### src/rtl/fsb_pkg.sv
// Shared types and defaults for the fast-side bus cycle controller and its refresh scheduler.
package fsb_pkg;

    typedef enum logic [1:0] {
        IDLE = 2'd0,
        WAIT = 2'd1,
        ACK  = 2'd2,
        BERR = 2'd3
    } fsb_state_t;

    localparam int unsigned FSB_TIMEOUT_DEF      = 255;
    localparam int unsigned FSB_REF_PERIOD_DEF   = 256;
    localparam int unsigned FSB_REF_URGENT_DEF   = 128;
    localparam int unsigned FSB_REF_MAX_PEND_DEF = 3;

    // Counter width for values 0..n-1, never narrower than one bit.
    function automatic int unsigned fsb_cw(input int unsigned n);
        return (n < 2) ? 1 : $clog2(n);
    endfunction

endpackage

### src/rtl/fsb_refresh_sched.sv
// Refresh tick generator with saturating refresh-debt counter; shared by fast and slow controllers.
module fsb_refresh_sched
    import fsb_pkg::*;
#(
    parameter int unsigned PERIOD   = FSB_REF_PERIOD_DEF,
    parameter int unsigned URGENT   = FSB_REF_URGENT_DEF,
    parameter int unsigned MAX_PEND = FSB_REF_MAX_PEND_DEF
) (
    input  logic       FCLK,
    input  logic       nRESET,
    input  logic       RefAck,
    output logic       RefReq,
    output logic       RefUrgent,
    output logic [2:0] RefPend
);

    localparam int unsigned   CW       = fsb_cw(PERIOD);
    localparam logic [CW-1:0] CNT_LAST = CW'(PERIOD - 1);
    localparam logic [2:0]    PEND_MAX = 3'(MAX_PEND);

    logic [CW-1:0] RefCnt;
    logic          tick;

    assign tick = (RefCnt == CNT_LAST);

    always_ff @(posedge FCLK or negedge nRESET) begin
        if (!nRESET)
            RefCnt <= '0;
        else if (tick)
            RefCnt <= '0;
        else
            RefCnt <= RefCnt + CW'(1);
    end

    // A tick and an ack on the same edge cancel out.
    always_ff @(posedge FCLK or negedge nRESET) begin
        if (!nRESET)
            RefPend <= 3'd0;
        else if (tick && !RefAck) begin
            if (RefPend < PEND_MAX)
                RefPend <= RefPend + 3'd1;
        end else if (RefAck && !tick) begin
            if (RefPend != 3'd0)
                RefPend <= RefPend - 3'd1;
        end
    end

    assign RefReq    = (RefPend != 3'd0);
    assign RefUrgent = (RefPend >= 3'd2) ||
                       ((RefPend == 3'd1) && (32'(RefCnt) >= URGENT));

endmodule

### src/rtl/fsb_cycle_ctrl.sv
// Fast-side bus cycle controller: AS detection, DTACK/VPA generation, watchdog BERR, refresh scheduling.
module fsb_cycle_ctrl
    import fsb_pkg::*;
#(
    parameter int unsigned WAIT_STATES    = 0,
    parameter int unsigned TIMEOUT_CYCLES = FSB_TIMEOUT_DEF,
    parameter int unsigned REF_PERIOD     = FSB_REF_PERIOD_DEF,
    parameter int unsigned REF_URGENT     = FSB_REF_URGENT_DEF,
    parameter int unsigned REF_MAX_PEND   = FSB_REF_MAX_PEND_DEF
) (
    input  logic       FCLK,
    input  logic       nRESET,
    input  logic       nAS,
    input  logic       IOCS,
    input  logic       FCS,
    input  logic       Ready,
    input  logic       IACS,
    input  logic       nBERRMac,
    input  logic       RefAck,
    input  logic       BERRClr,
    output logic       nDTACK,
    output logic       nVPA,
    output logic       nBERR,
    output logic       ASActive,
    output logic       ASInactive,
    output logic       RefReq,
    output logic       RefUrgent,
    output logic [2:0] RefPend,
    output logic       BERRFlag
);

    localparam int unsigned   WW       = fsb_cw(TIMEOUT_CYCLES + 1);
    localparam logic [WW-1:0] WAIT_SAT = WW'(TIMEOUT_CYCLES);
    localparam logic [WW-1:0] WAIT_TO  = WW'(TIMEOUT_CYCLES - 1);
    localparam bit            TO_EN    = (TIMEOUT_CYCLES != 0);

    fsb_state_t    state;
    logic          ASrf;
    logic [WW-1:0] WaitCnt;
    logic          ws_ok, ack_ok, to_hit, go_berr;

    assign ASActive   = ~nAS;
    assign ASInactive = nAS & ~ASrf;

    // Falling-edge sample lets ASInactive ignore a strobe that only just rose.
    always_ff @(negedge FCLK or negedge nRESET) begin
        if (!nRESET)
            ASrf <= 1'b0;
        else
            ASrf <= ~nAS;
    end

    generate
        if (WAIT_STATES == 0) begin : g_nows
            assign ws_ok = 1'b1;
        end else begin : g_ws
            assign ws_ok = (32'(WaitCnt) >= WAIT_STATES);
        end
    endgenerate

    // PDS-bound cycles are never timed out here; the PDS terminates them.
    assign ack_ok  = Ready && ws_ok;
    assign to_hit  = TO_EN && (WaitCnt == WAIT_TO) && FCS && !IOCS;
    assign go_berr = !ASInactive && (state == WAIT) && !ack_ok && to_hit;

    always_ff @(posedge FCLK or negedge nRESET) begin
        if (!nRESET) begin
            state   <= IDLE;
            WaitCnt <= '0;
            nDTACK  <= 1'b1;
            nVPA    <= 1'b1;
        end else if (ASInactive) begin
            state  <= IDLE;
            nDTACK <= 1'b1;
            nVPA   <= 1'b1;
        end else begin
            case (state)
                IDLE: begin
                    if (ASActive) begin
                        state   <= WAIT;
                        WaitCnt <= '0;
                    end
                end
                WAIT: begin
                    if (WaitCnt != WAIT_SAT)
                        WaitCnt <= WaitCnt + WW'(1);
                    if (ack_ok) begin
                        state  <= ACK;
                        nDTACK <= IACS;
                        nVPA   <= ~IACS;
                    end else if (to_hit) begin
                        state <= BERR;
                    end
                end
                default: ;
            endcase
        end
    end

    always_ff @(posedge FCLK or negedge nRESET) begin
        if (!nRESET)
            BERRFlag <= 1'b0;
        else if (go_berr)
            BERRFlag <= 1'b1;
        else if (BERRClr)
            BERRFlag <= 1'b0;
    end

    assign nBERR = ~(~nAS && ((state == BERR) ||
                              (IOCS && ~nBERRMac && (~nDTACK || ~nVPA))));

    fsb_refresh_sched #(
        .PERIOD   (REF_PERIOD),
        .URGENT   (REF_URGENT),
        .MAX_PEND (REF_MAX_PEND)
    ) u_ref (
        .FCLK      (FCLK),
        .nRESET    (nRESET),
        .RefAck    (RefAck),
        .RefReq    (RefReq),
        .RefUrgent (RefUrgent),
        .RefPend   (RefPend)
    );

endmodule

### config.mk
export PLATFORM = sky130hd
export DESIGN_NAME = fsb_cycle_ctrl
export DESIGN_NICKNAME = d
export VERILOG_FILES = /design/src/rtl/fsb_pkg.sv /design/src/rtl/fsb_refresh_sched.sv /design/src/rtl/fsb_cycle_ctrl.sv
export SDC_FILE = /design/constraint.sdc
export NUM_CORES = 1
export LEC_CHECK = 0
export BUFFER_PORTS_ARGS = -buffer_cell sky130_fd_sc_hd__clkbuf_2
export CAP_MARGIN = 15
export CORE_AREA = 2 2 52 90
export DETAILED_ROUTE_END_ITERATION = 12
export DIE_AREA = 0 0 54 92
export GPL_TIMING_DRIVEN = 0
export PLACE_DENSITY = 0.6
export SLEW_MARGIN = 20
export SYNTH_ARGS = -nofsm -noshare
export SYNTH_HDL_FRONTEND = slang
export SYNTH_SLANG_ARGS = --single-unit
### constraint.sdc
create_clock -name FCLK -period 3.23 [get_ports FCLK]
set_clock_uncertainty 0.1 [all_clocks]
set_input_delay 0 -clock FCLK [delete_from_list [all_inputs] [get_ports FCLK]]
set_output_delay 0 -clock FCLK [all_outputs]
set_load 0.01 [all_outputs]
==> key figures <==
Power
  – Combinational power share: 35.1%
  – Power density over the cells: 550 mW/mm2
  – P_sw: 0.340 mW
  – Leakage: 0.795 nW
  – Cell-internal power: between 0.6 and 0.7 mW
  – Seq pwr share: 45.1%
  – Sw Share: 35.9%
  – Clock Power Share: 19.8%
  – Peak supply drop: 0.380 mV

Logic synthesis
  – Seq/Total Area, Yosys: 44.3%
  – Cell variety after synth: 43
  – Largest family of logic cells by synthesized area: simple AND/OR/NAND/NOR gates
  – Synthesis Warnings: 0
  – Synth top area cells: dfrtp_1 39%, ha_1 7.9%, nand2_1 4.0%, dfstp_2 3.7%, a21oi_1 2.8%
  – Synth Net Count: around 160
  – Post-synth top area share: 38.8%
  – Ys flop type: dfrtp_1
  – Synth area leader: dfrtp_1
  – Post-synthesis compound-gate area fraction: 15.3%
  – Xor/xnor share of the synthesized area: 4.32%
  – Synth Instances: 144
  – Post-synthesis average cell area: around 9.9 um2
  – Simple-Gate Fraction of Synth Area: 23.3%
  – Fraction of registers with async set/reset: 100%
  – Netlist area before placement: 0.00142 mm2
  – Adder-cell share of the synthesized area: 7.94%
  – Number of synthesized flops with an enable pin: 0
  – Mux share of post-synthesis cell area: 2.47%
  – Synth Register Bits: 25

GRT
  – Initial antenna violation count: 0
  – First-pass GRT wire length: 5.04 mm
  – GR Overflow Total: 0
  – Pin count of the biggest net entering global routing: 26
  – Vias in the first global route: approximately 1100
  – Gr usage total: 13.6%

Finish
  – Diode count: 0
  – Fin nets: 196
  – Syn-to-layout area delta: 21.4%
  – Share of cells above drive strength 1: 19.9%
  – Finished Layout Cells: 227

Clock network
  – Clk_lat worst skew: 280 ps
  – CTS Root Cell: clkbuf_8
  – Num CTS Buffers: 3
  – H-tree lvl count: 1
  – Clock-pin slew on the worst setup and hold paths: about 90 ps
  – Longest Clk Path Bufs: 2
  – Clk sink count: 25
  – TritonCTS clock tree: done
  – Post-CTS setup buffers: 0

Worst setup path
  – Worst EP arrival: approximately 3200 ps
  – Crit path required time: around 3300 ps
  – WS Path Type: reg -> reg
  – Register-to-register setup slack: 60 ps
  – Reg2reg path depth: 4
  – Worst setup EP type: register
  – RR Endpoint: WaitCnt[5]
  – Reg2reg start: ASrf
  – Crit path max fanout: 4
  – Worst setup SP type: register

Floorplanning
  – Die height: a little over 90 um
  – Io pins: 21
  – Row count: 32
  – Die area: around 0.0050 mm2
  – Core ar.: about 0.0043 mm2
  – Die X: 54 um
  – Initial cell density of the core: 32.8%

Route
  – Routed vias: 1182
  – DRT met1 WL: roughly 1.2 mm
  – Pre-antenna DRT Iters: 4
  – Routed length on met2: 1.64 mm
  – Initial DRC Count: 12
  – WL per Instance: approximately 13 um
  – Met3 wire len: between 100 and 150 um
  – DRC: 0
  – Overall routed net length: 3.01 mm
  – Top layer used by detailed routing: met4
  – Vias per cell: 5.21
  – Number of antenna-violating nets in the routed design: 0

Hold path
  – Worst hold start: nAS
  – Worst hold path depth: 4
  – Worst Hold Path EP: state[0]
  – Worst hold path type: in -> reg

STA
  – Hold WS: 65.8 ps
  – Worst Max-Slew Pin Slew: around 670 ps
  – Slew headroom: 54.8%
  – Total negative slack: 0 ps
  – Final Hold Fails: 0
  – Max Slew Vio Count: 0
  – Setup-failing EPs final: 0

Placed design
  – Placed Cells: roughly 220
  – IO buf count: 20
  – Placer Congestion: 0.726
  – DPL Wire Length: 2.27 mm

Run
  – Max cap viols: 0

Outcome
  – Status: completed
registers in the layout, indices dropped and copies added, names as in the netlist:
name           flops
ASrf               1
u_ref.RefPend      3
u_ref.RefCnt       8
BERRFlag           1
nDTACK             1
WaitCnt            8
nVPA               1
state              2
layout make-up:
cell class,instances,area (um2)
timing repair buffer,28,180
clock inverter,1,5.00
inverter,8,30.0
sequential,25,628
fill,450,2600
buffer,1,3.75
tap,51,63.8
clock buffer,3,41.3
multi-input combinational,110,771
per-stage QoR:
| stage | cell area, um2 | setup WS, ps | power [mW] | util [%] |
|---|---|---|---|---|
| floorplan | 1420 | 184 | 0.642 | - |
| global placement | 1580 | 20.9 | 0.750 | 36.6 |
| detailed placement | 1580 | 5.27 | 0.754 | 36.6 |
| CTS | 1710 | -8.50 | 0.956 | 39.5 |
| global route | 1720 | -1.60 | 1.01 | 39.8 |
| finish | 1720 | 61.8 | 0.948 | 39.8 |
per-layer routing:
metal  GRT usage, %  vias to the layer above
li1               -                      587
met3           2.44                        8
met5              0                        -
met2           23.9                       23
met4           4.38                        0
met1           15.9                      564
cells in the mapped netlist (2+ instances only):
library cell,n
a21oi_1,8
a31o_2,3
a31oi_1,2
and3_1,3
and4_1,3
dfrtp_1,22
dfstp_2,2
ha_1,9
inv_1,8
mux2i_1,2
nand2_1,15
nand2b_1,4
nand3_1,6
nand4_1,3
nor2_1,10
nor2b_1,3
nor3_1,2
o21ai_0,5
o31ai_1,3
or3_1,2
or4_1,2
xnor2_1,4
xor2_1,3
cells by family after synthesis:
logic type / after synthesis
compound gates: 31
flops: 25
buf+inv: 9
mux: 3
simple gates: 60
fa+ha+maj: 9
xor+xnor: 7
power groups by stage:
stage | sequential (mW) | combinational [mW] | clock [mW]
floorplan | 0.430 | 0.212 | 0
global placement | 0.434 | 0.316 | 0
detailed placement | 0.433 | 0.320 | 0
CTS | 0.427 | 0.334 | 0.195
global route | 0.434 | 0.372 | 0.206
finish | 0.427 | 0.333 | 0.188
how the worst max path moves through the flow:
| stage | to | slack, ps | depth (start not counted) | startpoint |
|---|---|---|---|---|
| 2_1_floorplan | WaitCnt[1] | 180 | 3 | ASrf |
| 3_3_place_gp | WaitCnt[7] | 20 | 4 | ASrf |
| 3_5_place_dp | WaitCnt[7] | 5 | 4 | ASrf |
| 4_1_cts | WaitCnt[7] | -8 | 4 | ASrf |
| 5_1_grt | WaitCnt[5] | -2 | 4 | ASrf |
| 6_report | WaitCnt[5] | 60 | 4 | ASrf |
critical path, cell delays in order (launching register included):
cell and delay (ps):
dfrtn_1 440, a21boi_1 140, nor4_1 420, a21oi_1 130, a31o_2 220
cell usage in the layout (no fill, tap or decap), drive strengths merged, types with 2 or more instances in the layout:
| cell | netlist | routed |
|---|---|---|
| nor2 | 10 | 10 |
| nand3 | 6 | 6 |
| clkbuf | 1 | 24 |
| nand2 | 15 | 15 |
| nor2b | 3 | 3 |
| a31oi | 2 | 2 |
| nand4 | 3 | 3 |
| dfstp | 2 | 2 |
| or4 | 2 | 2 |
| ha | 9 | 9 |
| o31ai | 3 | 3 |
| a31o | 3 | 3 |
| inv | 8 | 8 |
| a21oi | 8 | 8 |
| dfrtp | 22 | 22 |
| mux2i | 2 | 2 |
| and4 | 3 | 3 |
| and3 | 4 | 4 |
| or3 | 3 | 3 |
| dlygate4sd3 | 0 | 8 |
| nand2b | 4 | 4 |
| nor3 | 2 | 2 |
| o21ai | 5 | 5 |
| xor2 | 3 | 3 |
| xnor2 | 4 | 4 |
what timing repair did:
action                                  CTS  global route
hold buffers                              8             0
endpoints found under the hold margin    27             0
gates resized for setup                   0             3
endpoints found under the setup margin    1             5
(Power assumes the default switching activity.)
